$ cat src/rtl/pingpong_frame_buf.sv
// pingpong_frame_buf
//
// Purpose:
//   Ping-pong frame buffer. Collects a stream of DATA_W-bit samples into
//   DEPTH-sample frames, alternating between two banks, and presents each
//   completed frame as a single wide word under a valid/ready handshake.
//   Capture into one bank continues while the consumer holds the other.
//   A single-cycle flush closes a partially filled frame early.
//
// Build option:
//   PPBUF_DROP_EN - when defined, in_ready is tied high. Samples offered
//                   while the write bank is still full are discarded and
//                   counted on drop_cnt, which saturates at 16'hFFFF.
//                   When undefined, the buffer backpressures through
//                   in_ready and the drop_cnt port does not exist.
//
// Ports:
//   clk        rising-edge clock
//   rst_n      asynchronous active-low reset
//   in_valid   sample present
//   in_data    sample value
//   in_ready   sample accepted when in_valid && in_ready
//   flush      single-cycle request to close the current partial frame
//   out_valid  frame available
//   out_ready  consumer takes the frame when out_valid && out_ready
//   out_frame  sample k at bits [k*DATA_W +: DATA_W], zero beyond out_len
//   out_len    number of valid samples in out_frame (0 when !out_valid)
//   out_bank   bank index of the presented frame
//   drop_cnt   dropped-sample count (PPBUF_DROP_EN only)

module pingpong_frame_buf #(
  parameter int DATA_W = 1,
  parameter int DEPTH  = 512,
  parameter int LEN_W  = $clog2(DEPTH + 1)
) (
  input  logic                    clk,
  input  logic                    rst_n,
  input  logic                    in_valid,
  input  logic [DATA_W-1:0]       in_data,
  output logic                    in_ready,
  input  logic                    flush,
  output logic                    out_valid,
  input  logic                    out_ready,
  output logic [DEPTH*DATA_W-1:0] out_frame,
  output logic [LEN_W-1:0]        out_len,
  output logic                    out_bank
`ifdef PPBUF_DROP_EN
  ,
  output logic [15:0]             drop_cnt
`endif
);

  localparam int IDX_W   = (DEPTH > 1) ? $clog2(DEPTH) : 1;
  localparam int FRAME_W = DEPTH * DATA_W;

  logic [FRAME_W-1:0] bank0;
  logic [FRAME_W-1:0] bank1;
  logic [1:0]         full;
  logic [1:0]         full_next;
  logic [LEN_W-1:0]   len0;
  logic [LEN_W-1:0]   len1;
  logic               wr_sel;
  logic               rd_sel;
  logic [IDX_W-1:0]   wr_idx;

  logic               accept;
  logic               complete;
  logic               close_frame;
  logic [LEN_W-1:0]   close_len;
  logic               take_frame;
  logic [FRAME_W-1:0] rd_bank;
  logic [LEN_W-1:0]   rd_len;

  // Control decode. A sample is only ever written into a bank that is not
  // full, so the bank being presented can never be overwritten. A flush
  // closes the write bank whenever it holds at least one sample (counting a
  // sample accepted in the same cycle); a completing accept takes priority
  // and always yields a full-length frame. Closing and releasing can never
  // hit the same bank: closing needs the write bank empty-flagged, releasing
  // needs the read bank full-flagged.
  always_comb begin
    accept      = in_valid && !full[wr_sel];
    complete    = accept && (wr_idx == IDX_W'(DEPTH - 1));
    close_frame = complete ||
                  (flush && !full[wr_sel] && ((wr_idx != '0) || accept));
    close_len   = complete ? LEN_W'(DEPTH)
                           : LEN_W'(wr_idx) + LEN_W'(accept);
    take_frame  = full[rd_sel] && out_ready;
    full_next   = full;
    if (take_frame)  full_next[rd_sel] = 1'b0;
    if (close_frame) full_next[wr_sel] = 1'b1;
  end

  // Bank storage, fill pointer and bank selectors.
  always_ff @(posedge clk or negedge rst_n) begin
    if (!rst_n) begin
      bank0  <= '0;
      bank1  <= '0;
      full   <= '0;
      len0   <= '0;
      len1   <= '0;
      wr_sel <= 1'b0;
      rd_sel <= 1'b0;
      wr_idx <= '0;
    end else begin
      if (accept) begin
        if (wr_sel) bank1[wr_idx*DATA_W +: DATA_W] <= in_data;
        else        bank0[wr_idx*DATA_W +: DATA_W] <= in_data;
      end
      if (close_frame) begin
        if (wr_sel) len1 <= close_len;
        else        len0 <= close_len;
        wr_idx <= '0;
      end else if (accept) begin
        wr_idx <= wr_idx + IDX_W'(1);
      end
      full   <= full_next;
      wr_sel <= wr_sel ^ close_frame;
      rd_sel <= rd_sel ^ take_frame;
    end
  end

`ifdef PPBUF_DROP_EN
  // Count samples that arrive while the write bank is still occupied.
  always_ff @(posedge clk or negedge rst_n) begin
    if (!rst_n) begin
      drop_cnt <= '0;
    end else if (in_valid && full[wr_sel] && (drop_cnt != 16'hFFFF)) begin
      drop_cnt <= drop_cnt + 16'd1;
    end
  end

  assign in_ready = 1'b1;
`else
  assign in_ready = !full[wr_sel];
`endif

  // Output view of the read bank. Stale samples beyond the frame length
  // (left over from an earlier, longer frame) are masked to zero so the
  // consumer sees a clean word after a flush.
  always_comb begin
    rd_bank   = rd_sel ? bank1 : bank0;
    rd_len    = rd_sel ? len1 : len0;
    out_valid = full[rd_sel];
    out_bank  = rd_sel;
    out_len   = out_valid ? rd_len : '0;
    out_frame = '0;
    for (int k = 0; k < DEPTH; k++) begin
      if (out_valid && (k < int'(rd_len))) begin
        out_frame[k*DATA_W +: DATA_W] = rd_bank[k*DATA_W +: DATA_W];
      end
    end
  end

endmodule

$ cat config.mk
export PLATFORM = sky130hd
export DESIGN_NAME = pingpong_frame_buf
export DESIGN_NICKNAME = d
export VERILOG_FILES = /design/src/rtl/pingpong_frame_buf.sv
export SDC_FILE = /design/constraint.sdc
export NUM_CORES = 2
export LEC_CHECK = 0
export BUFFER_PORTS_ARGS = -buffer_cell sky130_fd_sc_hd__buf_2
export CAP_MARGIN = 30
export CORE_MARGIN = 8
export CORE_UTILIZATION = 45
export CTS_CLUSTER_DIAMETER = 200
export DETAILED_ROUTE_END_ITERATION = 7
export PLACE_DENSITY_LB_ADDON = 0.12
export SETUP_SLACK_MARGIN = 0.15
export SYNTH_ARGS = -nofsm -noshare
export SYNTH_HDL_FRONTEND = slang
export SYNTH_SLANG_ARGS = --single-unit
$ cat constraint.sdc
create_clock -name clk -period 6.94 [get_ports clk]
set_input_delay 0.347 -clock clk [delete_from_list [all_inputs] [get_ports clk]]
set_output_delay 0.347 -clock clk [all_outputs]
set_load 0.05 [all_outputs]
==> results.json <==
{
  "setup_viol": 0,
  "drt_pass1_iterations": 8,
  "crit_start": "out_bank",
  "overflow": 0,
  "viasPerCell": 7.33,
  "ys_async_sr_fraction_pct": 100,
  "powerDensity_mw_per_mm2": 340,
  "status": "finished, final reports clean",
  "cts_buffers": 119,
  "cts.sinks": 1057,
  "synth_edf_count": 0,
  "drive_above_1_share_pct": 20.8,
  "worstMarginPinSlew_ns": 1.35,
  "synth_top_area_cell": "dfrtp_1",
  "grtUsageTotal_pct": 40.4,
  "portBuffers": 530,
  "grt_pass1_vias": 54006,
  "synthTopCellsByArea": "dfrtp_1, o31ai_1, mux2i_1",
  "post_drt_wl_per_cell_um": 38.0,
  "post-route-drc-count": 0,
  "vdd_ir_drop_max_v": 0.000343,
  "grt_start_max_net_pins": 168,
  "hp-class": "input port to register",
  "synth_ff_type": "dfrtp_1",
  "end_kind": "output port",
  "yosysMostFrequentCell": "o31ai_1",
  "slew_headroom_pct": 9.74,
  "die_w_um": 377,
  "holdCritStartpoint": "in_data",
  "post_cts_buffers": 0,
  "grt_pass1_wl_mm": 420,
  "nNetsFinal": 6066,
  "clk_pin_slew_ns": 0.07,
  "syn_nets": 5881,
  "final_area_mm2": 0.0677,
  "area_growth_pct": 15.5,
  "timing.rr.start": "wr_idx[0]",
  "syn_inst": 5867,
  "initial_core_util_pct": 45.3,
  "fp-row-count": 132,
  "critPathKind": "register to output port",
  "cts-htree-levels": 3,
  "fill_cells": 11825,
  "crit_fanout": 68,
  "syn_area_mm2": 0.0586,
  "hold_viol_final": 0,
  "worstSkewPairLatency_ns": 0.80,
  "fp.coreArea_mm2": 0.129,
  "synth_top_cell_area_share_pct": 45.2,
  "seq_area_mm2": 0.0265,
  "p_leak_nw": 29.1,
  "wirelength_mm": 300,
  "place_area_mm2": 0.0632,
  "crit_required_ns": 6.59,
  "rsz0062_at_grt": "false",
  "cp.arrival_ns": 5.48,
  "finalWorstPathRequiredPeriod_ns": 5.83,
  "utilization_pct": 52.3,
  "ant_nets": 0,
  "io_pins": 531,
  "netlist_top_cells_count": "o31ai_1, dfrtp_1, mux2i_1, clkbuf_1, nor2_1",
  "clk_path_buf_depth": 3,
  "antenna_found_initial": 27,
  "max_freq_ghz": 0.172,
  "die_h_um": 377,
  "dr_total_vias": 57971,
  "ys_seq_area_share_pct": 45.2,
  "post-route-period-util_pct": 84.0,
  "cts_root_buf": "clkbuf_16",
  "gp_congestion": 1.01,
  "total_power_mw": 23.0,
  "post_synth.cell_area_avg_um2": 9.98,
  "cts_tree": "done",
  "synth-seq-cells": 1057,
  "fin_skew_ns": 0.0566,
  "start_kind": "register",
  "drv_cap": 0,
  "initialDrtViolationCount": 9205,
  "yosysWarningCount": 0,
  "multi_input_area_mm2": 0.0295,
  "setup_tns_ns": 0,
  "dieArea_mm2": 0.142,
  "finalMaxSlewViolations": 0,
  "hpwl_mm": 204,
  "ys_types": 75
}
==> through the flow <==
| step | hold WS (ns) | instances | worst slack, ns |
|---|---|---|---|
| 2_1_floorplan | 0.0514 | 5867 | 2.14 |
| 3_3_place_gp | 0.424 | 7607 | 1.84 |
| 3_5_place_dp | 0.422 | 7647 | 2.13 |
| 4_1_cts | 0.101 | 7864 | 1.29 |
| 5_1_grt | 0.148 | 7890 | 1.18 |
| 6_report | 0.151 | 7905 | 1.11 |
==> cells by family after synthesis <==
family                   after synthesis  synth area share, %
multiplexers                         653                 11.5
AND/OR/NAND/NOR                     1092                 8.91
flip-flops                          1057                 45.2
buffers and inverters                768                 5.42
XOR/XNOR                              15                0.224
AO/OA/AOI/OAI                       2274                 28.7
adder cells (fa/ha/maj)                8                0.171
==> power breakdown <==
part	switching (mW)	total, mW	leakage [nW]	internal (mW)
sequential	0.150	6.36	14.8	6.21
clock	2.85	6.79	2.03	3.94
combinational	8.05	9.89	12.3	1.84
==> state kept, by name (all words and copies together), names as in the netlist <==
register and count:
wr_sel 1, bank1 512, out_bank 1, len1 10, wr_idx 9, bank0 512, full 2, len0 10
==> per-layer routing <==
layer | GRT usage, % | wire (µm) | part of all wire [%]
met2 | 56.0 | 122000 | 40
met1 | 53.4 | 113000 | 38
met3 | 16.1 | 45100 | 15
met4 | 22.9 | 20400 | 6.8
met5 | 0 | 76 | 0.025
==> path summary, 6_finish.rpt <==
check	slack, ns	to	cells past startpoint
worst max-delay path	1.11	out_frame[274]	6
worst min-delay path	0.15	bank0[0]	2
worst max register to register	1.99	bank0[333]	9
worst min register to register	0.48	bank0[307]	1
max in group asynchronous	4.84	bank1[148]	4
min in group asynchronous	0.18	bank0[265]	2
==> area by class of cell <==
type	count	area share, %
multi-input combinational	4042	43.7
sequential	1057	39.1
timing repair buffer	814	7.80
clock buffer	174	5.26
tap	1742	3.22
clock inverter	41	0.808
inverter	18	0.0999
antenna	17	0.0629
==> layout by cell type, fill, tap and decap left out, drive strengths merged, types with 20 or more instances in the layout <==
| cell | synthesis | routed |
|---|---|---|
| inv | 17 | 20 |
| or3 | 33 | 33 |
| buf | 234 | 807 |
| nand2b | 23 | 23 |
| a311oi | 23 | 23 |
| dfrtp | 1057 | 1057 |
| o41ai | 336 | 336 |
| mux2i | 517 | 517 |
| clkinv | 1 | 24 |
| nand2 | 199 | 199 |
| o21ai | 296 | 296 |
| clkbuf | 516 | 179 |
| nor3 | 345 | 345 |
| nand3 | 40 | 40 |
| a21oi | 47 | 47 |
| nor2 | 347 | 347 |
| o31ai | 1295 | 1295 |
| a211oi | 184 | 184 |
| mux2 | 136 | 136 |
==> timing repair <==
action,CTS,global route
resized for setup,0,0
setup endpoints to repair,0,0
endpoints found under the hold margin,71,0
hold buffers,2,0
==> worst max-delay path, cell delays in order (launching register included) <==
cell and delay, ns:
dfrtp_4 1.08, mux2_4 0.68, nand2_4 0.70, nand2_1 1.00, nor2_1 0.07, nor3_1 0.64
buf_2 0.40
No activity file was read; power rests on OpenSTA's default activity.
